==> src/rtl/led_pkg.sv <==
// Shared mode encoding and helpers for the LED pattern generator.
// Breathe mode is only honoured when LED_BREATHE_EN is defined.
package led_pkg;

    localparam int MODE_W = 3;

    typedef enum logic [MODE_W-1:0] {
        MODE_OFF     = 3'b000,
        MODE_ON      = 3'b001,
        MODE_BLINK   = 3'b010,
        MODE_PWM     = 3'b011,
        MODE_BREATHE = 3'b100
    } mode_e;

    // Unknown codes (and breathe when it is not built) collapse to off.
    function automatic mode_e sanitize_mode(input logic [MODE_W-1:0] mode,
                                            input bit breathe_ok);
        case (mode)
            MODE_ON:      return MODE_ON;
            MODE_BLINK:   return MODE_BLINK;
            MODE_PWM:     return MODE_PWM;
            MODE_BREATHE: return breathe_ok ? MODE_BREATHE : MODE_OFF;
            default:      return MODE_OFF;
        endcase
    endfunction

endpackage

==> src/rtl/led_channel.sv <==
// One LED channel: shadow/active configuration and lit decision.
// Breathe level/direction exist only when LED_BREATHE_EN is defined.
module led_channel
    import led_pkg::*;
#(
    parameter int DUTY_W = 8
) (
    input  logic              clk,
    input  logic              reset,
    input  logic              apply,
    input  logic              we,
    input  logic [MODE_W-1:0] wr_mode,
    input  logic [DUTY_W-1:0] wr_duty,
    input  logic [DUTY_W-1:0] pwm_cnt,
    input  logic              blink_phase,
    output logic              lit
);

`ifdef LED_BREATHE_EN
    localparam bit BREATHE_OK = 1'b1;
`else
    localparam bit BREATHE_OK = 1'b0;
`endif

    mode_e             shadow_mode;
    mode_e             active_mode;
    logic [DUTY_W-1:0] shadow_duty;
    logic [DUTY_W-1:0] active_duty;

    // A write coinciding with apply lands in shadow only; active takes the old shadow.
    always_ff @(posedge clk) begin
        if (reset) begin
            shadow_mode <= MODE_OFF;
            shadow_duty <= '0;
            active_mode <= MODE_OFF;
            active_duty <= '0;
        end else begin
            if (apply) begin
                active_mode <= shadow_mode;
                active_duty <= shadow_duty;
            end
            if (we) begin
                shadow_mode <= sanitize_mode(wr_mode, BREATHE_OK);
                shadow_duty <= wr_duty;
            end
        end
    end

`ifdef LED_BREATHE_EN
    localparam logic [DUTY_W-1:0] LEVEL_MAX = '1;

    logic              pending;
    logic [DUTY_W-1:0] level;
    logic              level_down;

    // A freshly applied write restarts the ramp; otherwise step once per tick.
    always_ff @(posedge clk) begin
        if (reset) begin
            pending    <= 1'b0;
            level      <= '0;
            level_down <= 1'b0;
        end else if (apply) begin
            pending <= we;
            if (pending) begin
                level      <= '0;
                level_down <= 1'b0;
            end else if (active_mode == MODE_BREATHE) begin
                if (!level_down) begin
                    if (level == LEVEL_MAX) begin
                        level      <= LEVEL_MAX - DUTY_W'(1);
                        level_down <= 1'b1;
                    end else begin
                        level <= level + DUTY_W'(1);
                    end
                end else begin
                    if (level == '0) begin
                        level      <= DUTY_W'(1);
                        level_down <= 1'b0;
                    end else begin
                        level <= level - DUTY_W'(1);
                    end
                end
            end
        end else if (we) begin
            pending <= 1'b1;
        end
    end
`endif

    always_comb begin
        lit = 1'b0;
        case (active_mode)
            MODE_ON:      lit = 1'b1;
            MODE_BLINK:   lit = blink_phase;
            MODE_PWM:     lit = (pwm_cnt < active_duty);
`ifdef LED_BREATHE_EN
            MODE_BREATHE: lit = (pwm_cnt < level);
`endif
            default:      lit = 1'b0;
        endcase
    end

endmodule

==> src/rtl/led_pattern_gen.sv <==
// Multi-channel LED driver: period/PWM counters, config port and output register.
// Define LED_BREATHE_EN to enable breathe mode (3'b100) in every channel.
module led_pattern_gen
    import led_pkg::*;
#(
    parameter int NUM_LEDS   = 4,
    parameter int PERIOD     = 1_000_000,
    parameter int CNT_W      = 32,
    parameter int DUTY_W     = 8,
    parameter int ACTIVE_LOW = 1
) (
    input  logic                                             clk,
    input  logic                                             reset,
    input  logic                                             enable,
    input  logic                                             cfg_we,
    input  logic [((NUM_LEDS > 1) ? $clog2(NUM_LEDS) : 1)-1:0] cfg_ch,
    input  logic [MODE_W-1:0]                                cfg_mode,
    input  logic [DUTY_W-1:0]                                cfg_duty,
    output logic                                             cfg_ack,
    output logic                                             cfg_err,
    output logic                                             tick,
    output logic [NUM_LEDS-1:0]                              led
);

    localparam int                 CH_W  = (NUM_LEDS > 1) ? $clog2(NUM_LEDS) : 1;
    localparam logic [NUM_LEDS-1:0] UNLIT = (ACTIVE_LOW != 0) ? '1 : '0;

    logic [CNT_W-1:0]    cnt;
    logic [DUTY_W-1:0]   pwm_cnt;
    logic                blink_phase;
    logic                wrap;
    logic                cfg_valid;
    logic [NUM_LEDS-1:0] lit;

    assign wrap      = enable && (cnt == CNT_W'(PERIOD - 1));
    assign cfg_valid = ({1'b0, cfg_ch} < (CH_W + 1)'(NUM_LEDS));

    // Counters only advance while enabled so a pause resumes exactly where it stopped.
    always_ff @(posedge clk) begin
        if (reset) begin
            cnt         <= '0;
            pwm_cnt     <= '0;
            blink_phase <= 1'b0;
            tick        <= 1'b0;
        end else begin
            tick <= wrap;
            if (enable) begin
                cnt     <= wrap ? '0 : cnt + CNT_W'(1);
                pwm_cnt <= pwm_cnt + DUTY_W'(1);
                if (wrap) begin
                    blink_phase <= ~blink_phase;
                end
            end
        end
    end

    always_ff @(posedge clk) begin
        if (reset) begin
            cfg_ack <= 1'b0;
            cfg_err <= 1'b0;
        end else begin
            cfg_ack <= cfg_we;
            cfg_err <= cfg_we && !cfg_valid;
        end
    end

    for (genvar i = 0; i < NUM_LEDS; i++) begin : g_ch
        led_channel #(
            .DUTY_W(DUTY_W)
        ) u_channel (
            .clk        (clk),
            .reset      (reset),
            .apply      (wrap),
            .we         (cfg_we && cfg_valid && (cfg_ch == CH_W'(i))),
            .wr_mode    (cfg_mode),
            .wr_duty    (cfg_duty),
            .pwm_cnt    (pwm_cnt),
            .blink_phase(blink_phase),
            .lit        (lit[i])
        );
    end

    always_ff @(posedge clk) begin
        if (reset || !enable) begin
            led <= UNLIT;
        end else begin
            led <= lit ^ UNLIT;
        end
    end

endmodule

==> config.mk <==
export PLATFORM = sky130hd
export DESIGN_NAME = led_pattern_gen
export DESIGN_NICKNAME = d
export VERILOG_FILES = /design/src/rtl/led_pkg.sv /design/src/rtl/led_channel.sv /design/src/rtl/led_pattern_gen.sv
export SDC_FILE = /design/constraint.sdc
export NUM_CORES = 1
export LEC_CHECK = 0
export BUFFER_PORTS_ARGS = -buffer_cell sky130_fd_sc_hd__buf_2
export CAP_MARGIN = 20
export CORE_MARGIN = 2
export CORE_UTILIZATION = 40
export CTS_CLUSTER_SIZE = 20
export DETAILED_ROUTE_END_ITERATION = 10
export PLACE_DENSITY = 0.67
export REMOVE_ABC_BUFFERS = 1
export SLEW_MARGIN = 20
export SYNTH_ARGS = -nofsm -noshare
export SYNTH_HDL_FRONTEND = slang
export SYNTH_SLANG_ARGS = --single-unit
==> constraint.sdc <==
create_clock -name clk -period 2.6 [get_ports clk]
set_clock_uncertainty 0.15 [all_clocks]
set_input_delay 0.13 -clock clk [delete_from_list [all_inputs] [get_ports clk]]
set_output_delay 0.13 -clock clk [all_outputs]
set_load 0.1 [all_outputs]
==> results.py <==
metrics = {
    "detailed_routing": {
        "1st_iter_drt_viols": 259,
        "drt_wl_total_mm": 12.1,
        "post_drt_wl_per_cell_um": 14.0,
        "top_signal_layer_used": "met4",
        "met3_routed_wl_um": 387,
        "via_count": 4422,
        "route.layer.met1.wl_mm": 5.67,
        "drt.antenna.violating_nets": 0,
        "detailroute.wirelength.met2_mm": 5.88,
        "detail_route.vias_per_cell": 5.13,
        "dr.pass1.iters": 4,
        "drc": 0,
    },
    "setup_path": {
        "setup.worst_path.end_class": "flop",
        "worst_setup_path_startpoint": "cnt[16]",
        "critPathLaunchType": "flop",
        "critical_path_required_ns": 2.73,
        "critical-path-max-stage-delay_ns": 0.52,
        "timing.critical_path.slowest_stage_cell": "sky130_fd_sc_hd__or4_4",
        "critPathArrivalTime_ns": 2.51,
        "setup.worst_path.class": "reg -> reg",
        "r2r-start": "cnt[16]",
        "path_cells": "nand2_1 -> or4_4 -> nor4_4 -> buf_12 -> buf_4 -> mux2i_1 -> nor2_1",
        "cp_max_fo": 20,
    },
    "global_routing": {
        "grt_overflow_total": 0,
        "grt_start_max_net_pins": 57,
        "grt_antenna_before_repair": 0,
        "grtUsageTotal": 0.176,
        "grt_first_pass_wirelength_mm": 20.8,
        "via_count_of_the_first_global_routing_pass": 4398,
    },
    "layout": {
        "finalCoreUtilization": 0.480,
        "seqCellArea_um2": 2540,
        "area.growth.synth_to_final_pct": 16.7,
        "multiInputGateArea_um2": 2900,
        "antennaDiodeCount": 0,
        "instances_no_fill": 862,
        "post_route_cells_drive_above_1_share": 0.101,
        "num-nets-final": 717,
        "fillCellCount": 1279,
    },
    "clock_network": {
        "cts_tree": "yes",
        "number_of_h_tree_levels": 4,
        "path_clk_slew_ns": 0.06,
        "cts_setup_buffers": 0,
        "cts-root-to-sink-buffers": 2,
        "cts_hold_buffers": 12,
        "insertion_delay_ns": 0.42,
        "clkSinkCount": 127,
        "cts_root_buf": "sky130_fd_sc_hd__clkbuf_16",
        "tritoncts.num_buffers": 17,
        "cts_repair_resize_count": 0,
    },
    "power": {
        "power_mw": 4.49,
        "power.density_nw_per_um2": 671,
        "vdd.ir_drop.worst_v": 0.000458,
        "pwr-share-comb": 0.042,
        "clock_power_share": 0.514,
        "power_switching_share": 0.220,
        "pwr-share-seq": 0.444,
        "p_leak_nw": 2.46,
        "power.net_switching_mw": 0.988,
        "p_int_mw": 3.50,
    },
    "logic_synthesis": {
        "yosys-top-cells-count": "sky130_fd_sc_hd__dfxtp_1, sky130_fd_sc_hd__nor2_1, sky130_fd_sc_hd__mux2i_1, sky130_fd_sc_hd__nand2_1, sky130_fd_sc_hd__a21oi_1",
        "yosysSeqAreaShare": 0.444,
        "post_synth.cell_area_avg_um2": 9.02,
        "netlist.top_cell.by_area": "sky130_fd_sc_hd__dfxtp_1",
        "yosys_most_used_dff": "sky130_fd_sc_hd__dfxtp_1",
        "ys_warn_count": 0,
        "synthMostInstantiatedCell": "sky130_fd_sc_hd__dfxtp_1",
        "synthCells": 635,
        "synthesis.area_um2": 5730,
        "yosys.cell_types.count": 47,
        "synth_area_leaders": "sky130_fd_sc_hd__dfxtp_1, sky130_fd_sc_hd__mux2i_1, sky130_fd_sc_hd__nor2_1",
        "synth.top_cell.area_share": 0.444,
        "synth.ff_latch_count": 127,
        "async_flop_share": 0,
        "synth_edf_count": 0,
    },
    "sta": {
        "rsz_0062_raised_after_global_routing": "false",
        "hold_viol_final": 0,
        "period_needed_ns": 2.38,
        "timing.final.crit_share": 0.916,
        "slew_headroom": 0.447,
        "worst-slew-pin-transition_ns": 0.827,
        "finalHoldWorstSlack_ns": 0.0230,
        "setup_violations": 0,
        "setup_ws_ns": 0.219,
        "max_freq_mhz": 420,
        "slew_viol_final": 0,
    },
    "run_status": {
        "status": "complete, no violations",
    },
    "floorplan": {
        "floorplan.io_pins": 24,
        "floorplan.initialDensity": 0.411,
        "die-area_um2": 15300,
        "std_cell_rows": 43,
        "dieHeight_um": 124,
        "die_w_um": 124,
        "design.core.area_um2": 13900,
    },
    "placed_design": {
        "dp_worst_setup_slack_ns": 0.266,
        "dp.cells": 819,
        "numPortBuffers": 22,
        "globalplace.congestion": 0.800,
        "dp_hpwl_mm": 8.35,
    },
    "worst_hold_path": {
        "hold_path_class": "in -> reg",
        "worst_hold_startpoint": "cfg_mode[1]",
    },
    "flow_run": {
        "max-cap-violations": 0,
    },
}
## metrics by stage
| stage | setup TNS [ns] | area, um2 |
|---|---|---|
| finish | 0 | 6690 |
| global route | 0 | 6690 |
| CTS | 0 | 6690 |
| detailed placement | 0 | 5990 |
| global placement | 0 | 5990 |
| floorplan | -150.55 | 5540 |
## kinds of logic after synthesis
| logic type | after synthesis | share of synthesized area |
|---|---|---|
| other | 1 | 0.000655 |
| multiplexers | 67 | 0.117 |
| adder cells (fa/ha/maj) | 30 | 0.0655 |
| flip-flops | 127 | 0.444 |
| XOR/XNOR | 27 | 0.0413 |
| buffers and inverters | 57 | 0.0520 |
| AO/OA/AOI/OAI | 54 | 0.0550 |
| AND/OR/NAND/NOR | 272 | 0.225 |
## cell usage in the layout, fill, tap and decap left out, types with 6 or more instances in the layout
cell type,instances
sky130_fd_sc_hd__nand4_1,15
sky130_fd_sc_hd__nor4_1,10
sky130_fd_sc_hd__xor2_1,16
sky130_fd_sc_hd__a21oi_1,32
sky130_fd_sc_hd__and3_1,14
sky130_fd_sc_hd__nor2b_1,6
sky130_fd_sc_hd__inv_1,29
sky130_fd_sc_hd__ha_1,30
sky130_fd_sc_hd__nor3_1,7
sky130_fd_sc_hd__buf_2,21
sky130_fd_sc_hd__nand3_1,15
sky130_fd_sc_hd__o21ai_0,6
sky130_fd_sc_hd__dlygate4sd3_1,12
sky130_fd_sc_hd__xnor2_1,11
sky130_fd_sc_hd__mux2i_1,67
sky130_fd_sc_hd__buf_4,9
sky130_fd_sc_hd__dfxtp_1,127
sky130_fd_sc_hd__clkbuf_16,17
sky130_fd_sc_hd__nand2b_1,7
sky130_fd_sc_hd__nor2_1,107
sky130_fd_sc_hd__nand2_1,65
## layer usage
layer / GRT usage / up-vias
met5: 0 / -
met4: 0.0682 / 0
met3: 0.0531 / 15
met2: 0.290 / 62
met1: 0.214 / 2125
li1: - / 2220
## power groups by stage
stage	combinational, mW	sequential, mW	clock (mW)
floorplan	0.0844	2.04	0
global placement	0.168	2.04	0
detailed placement	0.174	2.04	0
CTS	0.189	1.99	2.35
global route	0.208	2.00	2.45
finish	0.187	1.99	2.31
## sequential cells by signal (all words and copies together) (netlist names)
signal and count:
cnt 32, cfg_ack 1, pwm_cnt 8, led 4, tick 1, g_ch.u_channel.active_duty 32, g_ch.u_channel.active_mode 8, blink_phase 1
g_ch.u_channel.shadow_duty 32, g_ch.u_channel.shadow_mode 8
## area by class of cell
class                           instances  share of cell area
Multi-Input combinational cell        451               0.434
Clock buffer                           22              0.0694
Tap cell                              180              0.0337
Inverter                               29              0.0163
Clock inverter                          9              0.0165
Sequential cell                       127               0.380
Timing Repair Buffer                   44              0.0498
## critical path, delay by kind of cell (launching register included)
family | cells | cell delay [ns]
mux | 1 | 0.24
simple gates | 4 | 1.01
buf+inv | 2 | 0.47
flops | 1 | 0.37
## final timing paths
| check | endpoint | slack [ns] | cells after the start |
|---|---|---|---|
| worst max-delay path | g_ch[2].u_channel.active_mode[1] | 0.22 | 7 |
| worst min-delay path | g_ch[3].u_channel.shadow_mode[1] | 0.02 | 4 |
| worst max register to register | g_ch[2].u_channel.active_mode[1] | 0.22 | 7 |
| worst min register to register | g_ch[1].u_channel.shadow_duty[1] | 0.31 | 2 |
Note: power is estimated with default switching activity, not from simulation.
